## src/rtl/pad_input_filter_pkg.sv

```systemverilog
// Shared state encoding and default sizing for the pad input filter.
// Optional glitch counting is enabled by PAD_INPUT_FILTER_GLITCH_CNT_EN.
package pad_input_filter_pkg;

  typedef enum logic [1:0] {
    STABLE_LO = 2'd0,
    PEND_HI   = 2'd1,
    STABLE_HI = 2'd2,
    PEND_LO   = 2'd3
  } chan_state_t;

  localparam int GLITCH_CNT_W    = 8;
  localparam int DEF_NPADS       = 8;
  localparam int DEF_CNT_W       = 8;
  localparam int DEF_SYNC_STAGES = 2;

endpackage

```

## src/rtl/pad_input_filter_chan.sv

```systemverilog
// One pad channel: synchronizer, debounce FSM, edge detect and sticky event flag.
// PAD_INPUT_FILTER_GLITCH_CNT_EN adds a saturating per-pad abort counter.
module pad_input_filter_chan
  import pad_input_filter_pkg::*;
#(
  parameter int CNT_W       = DEF_CNT_W,
  parameter int SYNC_STAGES = DEF_SYNC_STAGES
) (
  input  logic                    clk,
  input  logic                    rst,
  input  logic                    pad,
  input  logic                    filter_en,
  input  logic [CNT_W-1:0]        debounce_cycles,
  input  logic                    rise_en,
  input  logic                    fall_en,
  input  logic                    event_clr,
`ifdef PAD_INPUT_FILTER_GLITCH_CNT_EN
  input  logic                    glitch_clr,
  output logic [GLITCH_CNT_W-1:0] glitch_cnt,
`endif
  output logic                    level,
  output logic                    evt,
  output logic                    evt_next
);

  logic [SYNC_STAGES-1:0] sync;
  chan_state_t            state, state_next;
  logic [CNT_W-1:0]       cnt, cnt_next;
  logic                   level_next;
  logic                   s, bypass, rise, fall;
  logic [CNT_W-1:0]       d_last;
`ifdef PAD_INPUT_FILTER_GLITCH_CNT_EN
  logic                   abort;
`endif

  assign s      = sync[SYNC_STAGES-1];
  assign bypass = !filter_en || (debounce_cycles == '0);
  assign d_last = debounce_cycles - CNT_W'(1);

  always_ff @(posedge clk or posedge rst) begin
    if (rst) begin
      sync  <= '0;
      state <= STABLE_LO;
      cnt   <= '0;
      level <= 1'b0;
      evt   <= 1'b0;
    end else begin
      sync  <= {sync[SYNC_STAGES-2:0], pad};
      state <= state_next;
      cnt   <= cnt_next;
      level <= level_next;
      evt   <= evt_next;
    end
  end

  // '>=' against D-1 lets a lowered D commit at once and keeps cnt from wrapping.
  always_comb begin
    state_next = state;
    cnt_next   = cnt;
    level_next = level;
`ifdef PAD_INPUT_FILTER_GLITCH_CNT_EN
    abort      = 1'b0;
`endif
    if (bypass) begin
      level_next = s;
      state_next = s ? STABLE_HI : STABLE_LO;
      cnt_next   = '0;
    end else begin
      case (state)
        STABLE_LO: if (s) begin
          state_next = PEND_HI;
          cnt_next   = '0;
        end
        STABLE_HI: if (!s) begin
          state_next = PEND_LO;
          cnt_next   = '0;
        end
        PEND_HI: begin
          if (!s) begin
            state_next = STABLE_LO;
            cnt_next   = '0;
`ifdef PAD_INPUT_FILTER_GLITCH_CNT_EN
            abort      = 1'b1;
`endif
          end else if (cnt >= d_last) begin
            level_next = 1'b1;
            state_next = STABLE_HI;
            cnt_next   = '0;
          end else begin
            cnt_next = cnt + CNT_W'(1);
          end
        end
        PEND_LO: begin
          if (s) begin
            state_next = STABLE_HI;
            cnt_next   = '0;
`ifdef PAD_INPUT_FILTER_GLITCH_CNT_EN
            abort      = 1'b1;
`endif
          end else if (cnt >= d_last) begin
            level_next = 1'b0;
            state_next = STABLE_LO;
            cnt_next   = '0;
          end else begin
            cnt_next = cnt + CNT_W'(1);
          end
        end
        default: state_next = STABLE_LO;
      endcase
    end
  end

  assign rise     = level_next & ~level;
  assign fall     = ~level_next & level;
  assign evt_next = (rise & rise_en) | (fall & fall_en) | (evt & ~event_clr);

`ifdef PAD_INPUT_FILTER_GLITCH_CNT_EN
  // Clear has priority, so an abort in the clearing cycle is dropped.
  always_ff @(posedge clk or posedge rst) begin
    if (rst) begin
      glitch_cnt <= '0;
    end else if (glitch_clr) begin
      glitch_cnt <= '0;
    end else if (abort && (glitch_cnt != '1)) begin
      glitch_cnt <= glitch_cnt + GLITCH_CNT_W'(1);
    end
  end
`endif

endmodule

```

## src/rtl/pad_input_filter.sv

```systemverilog
// Receive-side pad conditioning: NPADS filter channels plus a shared IRQ register.
// Define PAD_INPUT_FILTER_GLITCH_CNT_EN to expose glitch_clr_i / glitch_cnt_o.
module pad_input_filter
  import pad_input_filter_pkg::*;
#(
  parameter int NPADS       = DEF_NPADS,
  parameter int CNT_W       = DEF_CNT_W,
  parameter int SYNC_STAGES = DEF_SYNC_STAGES
) (
  input  logic                          clk_i,
  input  logic                          rst_i,
  input  logic [NPADS-1:0]              pad_in_i,
  input  logic [NPADS-1:0]              filter_en_i,
  input  logic [CNT_W-1:0]              debounce_cycles_i,
  input  logic [NPADS-1:0]              rise_en_i,
  input  logic [NPADS-1:0]              fall_en_i,
  input  logic [NPADS-1:0]              event_clr_i,
`ifdef PAD_INPUT_FILTER_GLITCH_CNT_EN
  input  logic [NPADS-1:0]              glitch_clr_i,
  output logic [NPADS*GLITCH_CNT_W-1:0] glitch_cnt_o,
`endif
  output logic [NPADS-1:0]              level_o,
  output logic [NPADS-1:0]              event_o,
  output logic                          irq_o
);

  logic [NPADS-1:0] evt_next;

  for (genvar i = 0; i < NPADS; i++) begin : g_chan
    pad_input_filter_chan #(
      .CNT_W       (CNT_W),
      .SYNC_STAGES (SYNC_STAGES)
    ) u_chan (
      .clk             (clk_i),
      .rst             (rst_i),
      .pad             (pad_in_i[i]),
      .filter_en       (filter_en_i[i]),
      .debounce_cycles (debounce_cycles_i),
      .rise_en         (rise_en_i[i]),
      .fall_en         (fall_en_i[i]),
      .event_clr       (event_clr_i[i]),
`ifdef PAD_INPUT_FILTER_GLITCH_CNT_EN
      .glitch_clr      (glitch_clr_i[i]),
      .glitch_cnt      (glitch_cnt_o[i*GLITCH_CNT_W +: GLITCH_CNT_W]),
`endif
      .level           (level_o[i]),
      .evt             (event_o[i]),
      .evt_next        (evt_next[i])
    );
  end

  // Built from the next-state flags so irq_o rises together with event_o.
  always_ff @(posedge clk_i or posedge rst_i) begin
    if (rst_i) begin
      irq_o <= 1'b0;
    end else begin
      irq_o <= |evt_next;
    end
  end

endmodule
```

## config.mk

```make
export PLATFORM = sky130hd
export DESIGN_NAME = pad_input_filter
export DESIGN_NICKNAME = d
export VERILOG_FILES = /design/src/rtl/pad_input_filter_pkg.sv /design/src/rtl/pad_input_filter_chan.sv /design/src/rtl/pad_input_filter.sv
export SDC_FILE = /design/constraint.sdc
export NUM_CORES = 1
export LEC_CHECK = 0
export CAP_MARGIN = 20
export CORE_MARGIN = 2
export CORE_UTILIZATION = 35
export CTS_CLUSTER_DIAMETER = 200
export DETAILED_ROUTE_END_ITERATION = 10
export DONT_BUFFER_PORTS = 1
export SYNTH_ARGS = -nofsm -noshare
export SYNTH_HDL_FRONTEND = slang
export SYNTH_HIERARCHICAL = 1
export SYNTH_SLANG_ARGS = --single-unit
```

## constraint.sdc

```tcl
create_clock -name clk_i -period 2.19 [get_ports clk_i]
set_input_delay 0.5475 -clock clk_i [delete_from_list [all_inputs] [get_ports clk_i]]
set_output_delay 0.5475 -clock clk_i [all_outputs]
set_load 0.01 [all_outputs]
```

# Word-level counts from Yosys, hierarchy flattened
# Index checks and enable logic that the tools add are counted.
# word_totals
reg_bits	113
inputBits	50
output_inout_bits	17
# classes
add_sub_neg	9
n_lt_le_gt_ge	8
n_eq_ne	56
mux	176
bitwise	80
n_reduce_logical	42
# op_table
operator	count
$mux 8	48
$pmux 8 s4	8
$mux 2	64
$add 8x1->8 const B	8
$ge 8x8->1	8
$pmux 2 s4	8
$and 1x1->1	40
$mux 1	40
$eq 2x2->1 const B	16
$ne 4x1->1 const B	8
$ne 4x4->1 const B	8
$reduce_and 4->1	8
$ne 3x1->1 const B	8
$ne 3x3->1 const B	8
$not 1->1	24
$eq 2x1->1 const B	8
$logic_not 2->1	8
$or 1x1->1	16
$pmux 1 s2	8
$reduce_and 2->1	8
$logic_not 1->1	8
$logic_not 8->1	1
$logic_or 1x1->1	8
$reduce_or 8->1	1
$sub 8x1->8 const B	1

# Logic depth before layout (Yosys ltp)
# depth
depth_word	12
ltp_mapped	13
ltp_nobuf	13

# Cells and area by module
# The synthesis kept the hierarchy.
# modules_own_cells
module	instances	cells_per_inst	area_each_um2	seq_area_each_um2
pad_input_filter_chan at g_chan[0].u_chan ...	7	116	1066.0	350.3
pad_input_filter_chan at g_chan[6].u_chan	1	121	1066.0	350.3
pad_input_filter	1	5	45.0	25.0

# Least setup slack after synthesis
# OpenSTA, ideal clock, no wires.
# synth_timing
kind	input to register
from	in debounce_cycles_i[5]
to	reg irq_o
setup_ns	0.129
arrival_ns	2.705
t_required_ns	2.061
path_slack_ns	-0.644
path_stages	11
path_buffers	0
path_cell_list	or4_4 nor4_1 xnor2_1 ha_1 a21oi_1 o21a_1 o21ai_1 a31oi_1 o22ai_1 nor4_1 nand2_1
# synth_via
elab_chain_cells	12
elab_cells_between_ends	123
classes_between	add/sub (1); order compare (8); mux (48); bitwise (56); reduce/logical (10)
# synth_rtl
element	line_no	text
start, declared	pad_input_filter.sv:14	input logic [CNT_W-1:0] debounce_cycles_i,
$sub 8x1->8	pad_input_filter_chan.sv:38	assign d_last = debounce_cycles - CNT_W'(1);
$ge 8x8->1	pad_input_filter_chan.sv:85, pad_input_filter_chan.sv:100	
$mux 1, on equally long branches	pad_input_filter_chan.sv:100, pad_input_filter_chan.sv:85	
$mux 1, on equally long branches	pad_input_filter_chan.sv:94, pad_input_filter_chan.sv:79	
$pmux 1 s2	pad_input_filter_chan.sv:69	case (state)
$mux 1 (*)	pad_input_filter_chan.sv:64	if (bypass) begin
$not 1->1	pad_input_filter_chan.sv:114	assign fall = ~level_next & level;
$and 1x1->1	pad_input_filter_chan.sv:114	
$and 1x1->1	pad_input_filter_chan.sv:115	assign evt_next = (rise & rise_en) | (fall & fall_en) | (evt & ~event_clr);
$or 1x1->1 (*) (2 in series)	pad_input_filter_chan.sv:115	
net evt_next[6]	pad_input_filter.sv:27	logic [NPADS-1:0] evt_next;
$reduce_or 8->1 (*)	pad_input_filter.sv:57	irq_o <= |evt_next;
end signal, assigned	pad_input_filter.sv:57	
end, declared	pad_input_filter.sv:24	output logic irq_o
# Mark *: on every way through the listed nets, which the timed path passes. The rest lies on a longest branch.
# A chain may end at the register's enable or synchronous reset.

# Final worst setup path
# Same ends and word-level chain as after synthesis.

==> impl_results.md <==
* Critical Path, Cell by Cell: or4_4 -> nor4_4 -> xnor2_1 -> ha_1 -> a21oi_2 -> o21a_1 -> o21ai_4 -> a31oi_4 -> o22ai_4 -> nor4_4 -> nand2_1
* Setup Viol. Count Final at 16
* TritonRoute pass-1 iters at 7
* Worst vdd ir at 431 uV
* Area Growth Syn to Fin at 30.3%
* Met3 WL at 1040 um
* Slack of the critical path at -379 ps
* Clk sinks at 113
* Top delay family on crit path: simple AND/OR/NAND/NOR gates
* Total GRT Usage at 17.6%
* Seq. cell area at 2830 um^2
* Antenna violations before repair at 0
* WS Path Type: input port to register
* Met2 Wirelength at 10700 um
* Post-Layout Cell Count at 1422
* Final wirelength at 22400 um
* Crit path top cell by count: nor4_4
* Die Area at 25800 um^2
* Final Cycle Share at 117%
* Final Hold Fails at 0
* H-Tree Depth at 4
* Crit path largest cell delay at 560 ps
* Root Driver: clkbuf_16
* Syn_area_per_cell at 9.14 um^2
* Outcome: finished with violations
* Largest net degree at the start of global routing at 33
* Starting DRT DRC Count at 420
* IO Count at 67
* Number of port buffers at 0
* M1 WL at 10400 um
* Core footprint at 24200 um^2
* Startpoint types: input port
* Global-route wire length before repair at 36700 um
* Worst slew margin at 58.7%
* Skew-Pair Late Insertion Delay at 410 ps
* Vias after detailed routing at 7537
* Pwr Density at 577 nW/um^2
* Static leakage at 5.01 nW
* Total grt overflow at 0
* Hold Path Class: input port to async pin
* Top sig layer: met4
* Register area share after synthesis at 33.0%
* Die height at 161 um
* Final Slew Violations at 0
* Share of cells above drive strength 1 at 25.7%
* Count of cell types in the netlist at 54
* Syn Nets at 1076
* Worst path arrival time at 2850 ps
* Vias per cell at 5.30
* Nets at 1223
* Setup TNS at -2310 ps
* Filler cell count in the final layout at 2278
* FF-to-FF path depth at 9
* Slowest cell on crit path: or4_4
* Inst Count DP at 1375
* Vias in the first global route at 7469
* CTS tree: built
* Max-cap violation count at 0
* Clk slew on worst S/H paths at 60 ps
* Seq cells post-synth at 113
* Starting Density at 35.5%
* Final Critical Period at 2570 ps
* Longest Clk Path Bufs at 2
* Drt wl/cell at 15.7 um
* Post-route ant nets at 0
* Asr flop ratio synth at 100%
* Area of the multi-input gates at 5890 um^2
* CP endpoint kind: register
* Final RePlAce weighted congestion at 0.848
* Critical Path Fanout Max at 16
* Main synth FF type: dfrtp_1
* Worst Tran Pin Value at 615 ps
* DRC Markers at 0
* Required time of the critical path at 2470 ps
* DPL Wire Length at 16000 um
* Warnings, synthesis at 6
* Gate Count Post-Synth at 938
* Number of synthesized flops with an enable pin at 0
* Failing checks: negative setup slack
* FMAX at 0.389 GHz
* CTS Buf Count at 17
* Buf/Inv on CP at 0
* Unrepaired setup endpoints after global routing: true
* Cell Rows at 57
* Die width at 161 um
* DP Worst Slack at -1160 ps
* Clock Skew at 7.84 ps
* Number of diodes at 0
* Worst reg2reg path startpoint: g_chan[7].u_chan/cnt[0]
* Worst r2r dst: irq_o
* Synthesized cell area at 8570 um^2
* Reg2reg setup slack at -310 ps
[how the worst max path moves through the flow]
| stage | depth (start not counted) | start | end | slack [ps] |
|---|---|---|---|---|
| after global routing | 11 | debounce_cycles_i[2] | irq_o | -410 |
| after CTS | 11 | debounce_cycles_i[5] | irq_o | -370 |
| after detailed placement | 11 | debounce_cycles_i[5] | irq_o | -1160 |
| after global placement | 11 | debounce_cycles_i[5] | irq_o | -1190 |
| after floorplan | 9 | debounce_cycles_i[5] | register | -480 |
| final | 11 | debounce_cycles_i[5] | irq_o | -380 |
[placed cells by master, fill, tap and decap left out, types with 9 or more instances in the layout]
cell	instances
inv_1	70
nand4_1	21
xor2_1	37
a31oi_1	26
nand2_1	78
ha_1	87
buf_6	12
a32oi_1	19
xnor2_1	54
a21oi_2	23
nor3_1	24
nand3_1	27
o32a_1	14
nor2_1	85
a21o_1	14
nor4_4	9
buf_4	129
a21oi_1	23
o21ai_0	13
dfrtp_1	113
clkbuf_16	18
and3_1	14
[through the flow]
step           area [um^2]  total power [mW]  util [%]  hold WS [ps]
2_1_floorplan         8790              3.05         -           276
3_3_place_gp         10100              3.44      41.8           282
3_5_place_dp         10100              3.46      41.8           284
4_1_cts              10800              6.43      44.7          65.9
5_1_grt              11200              6.76      46.2          94.7
6_report             11200              6.44      46.2          59.8
[metal layers]
metal  vias up  global-route usage (%)
met5         -                       0
met4         0                    4.59
met3        17                    4.18
met2       135                    29.5
met1      3681                    22.7
li1       3704                       -
[cells in the mapped netlist, types with 8 or more instances]
cell type,instances,area [um^2]
a21o_1,14,105
a21oi_1,40,200
a21oi_2,8,70.1
a31oi_1,28,175
a32oi_1,21,184
and2_1,8,50.1
and3_1,14,87.6
buf_2,9,45.0
dfrtp_1,113,2830
ha_1,88,1100
inv_1,74,278
mux2_1,8,90.1
nand2_1,81,304
nand3_1,34,170
nand4_1,21,131
nor2_1,86,323
nor2b_1,8,50.1
nor3_1,24,120
nor4_1,10,62.6
nor4b_1,8,70.1
o21ai_0,15,75.1
o21ai_1,9,45.0
o32a_1,14,140
xnor2_1,54,473
xor2_1,37,324
[what timing repair did]
action / in CTS / in global routing
hold buffers: 1 / 0
gates cloned: 0 / 2
pin swaps: 4 / 47
setup endpoints to repair: 15 / 60
hold endpoints to repair: 1 / 0
resized for setup: 8 / 62
buffers inserted: 3 / 15
[where the power goes]
| group | internal (mW) | leakage [nW] | switching (mW) |
|---|---|---|---|
| Combinational | 0.589 | 3.22 | 0.629 |
| Clock | 1.85 | 0.295 | 1.05 |
| Sequential | 2.18 | 1.49 | 0.147 |
| Total | 4.62 | 5.01 | 1.82 |
[layout make-up]
| class | instances | share of cell area [%] |
|---|---|---|
| multi-input combinational | 734 | 52.7 |
| sequential | 113 | 25.3 |
| timing repair buffer | 145 | 10.4 |
| clock buffer | 19 | 4.05 |
| tap | 324 | 3.63 |
| inverter | 74 | 2.49 |
| clock inverter | 13 | 1.42 |
[sequential cells by signal, indices dropped and copies added, names as in the netlist, named ones only]
name	cells
g_chan.u_chan/cnt	64
g_chan.u_chan/evt	8
irq_o	1
g_chan.u_chan/sync	16
g_chan.u_chan/level	8
g_chan.u_chan/state	8
[logic make-up after synthesis]
family,Yosys count,share of synthesized area [%]
compound gates,218,19.8
xor+xnor,91,9.30
fa+ha+maj,88,12.8
buf+inv,91,4.16
flops,113,33.0
mux,9,1.23
simple gates,328,19.7
(Power assumes the default switching activity.)
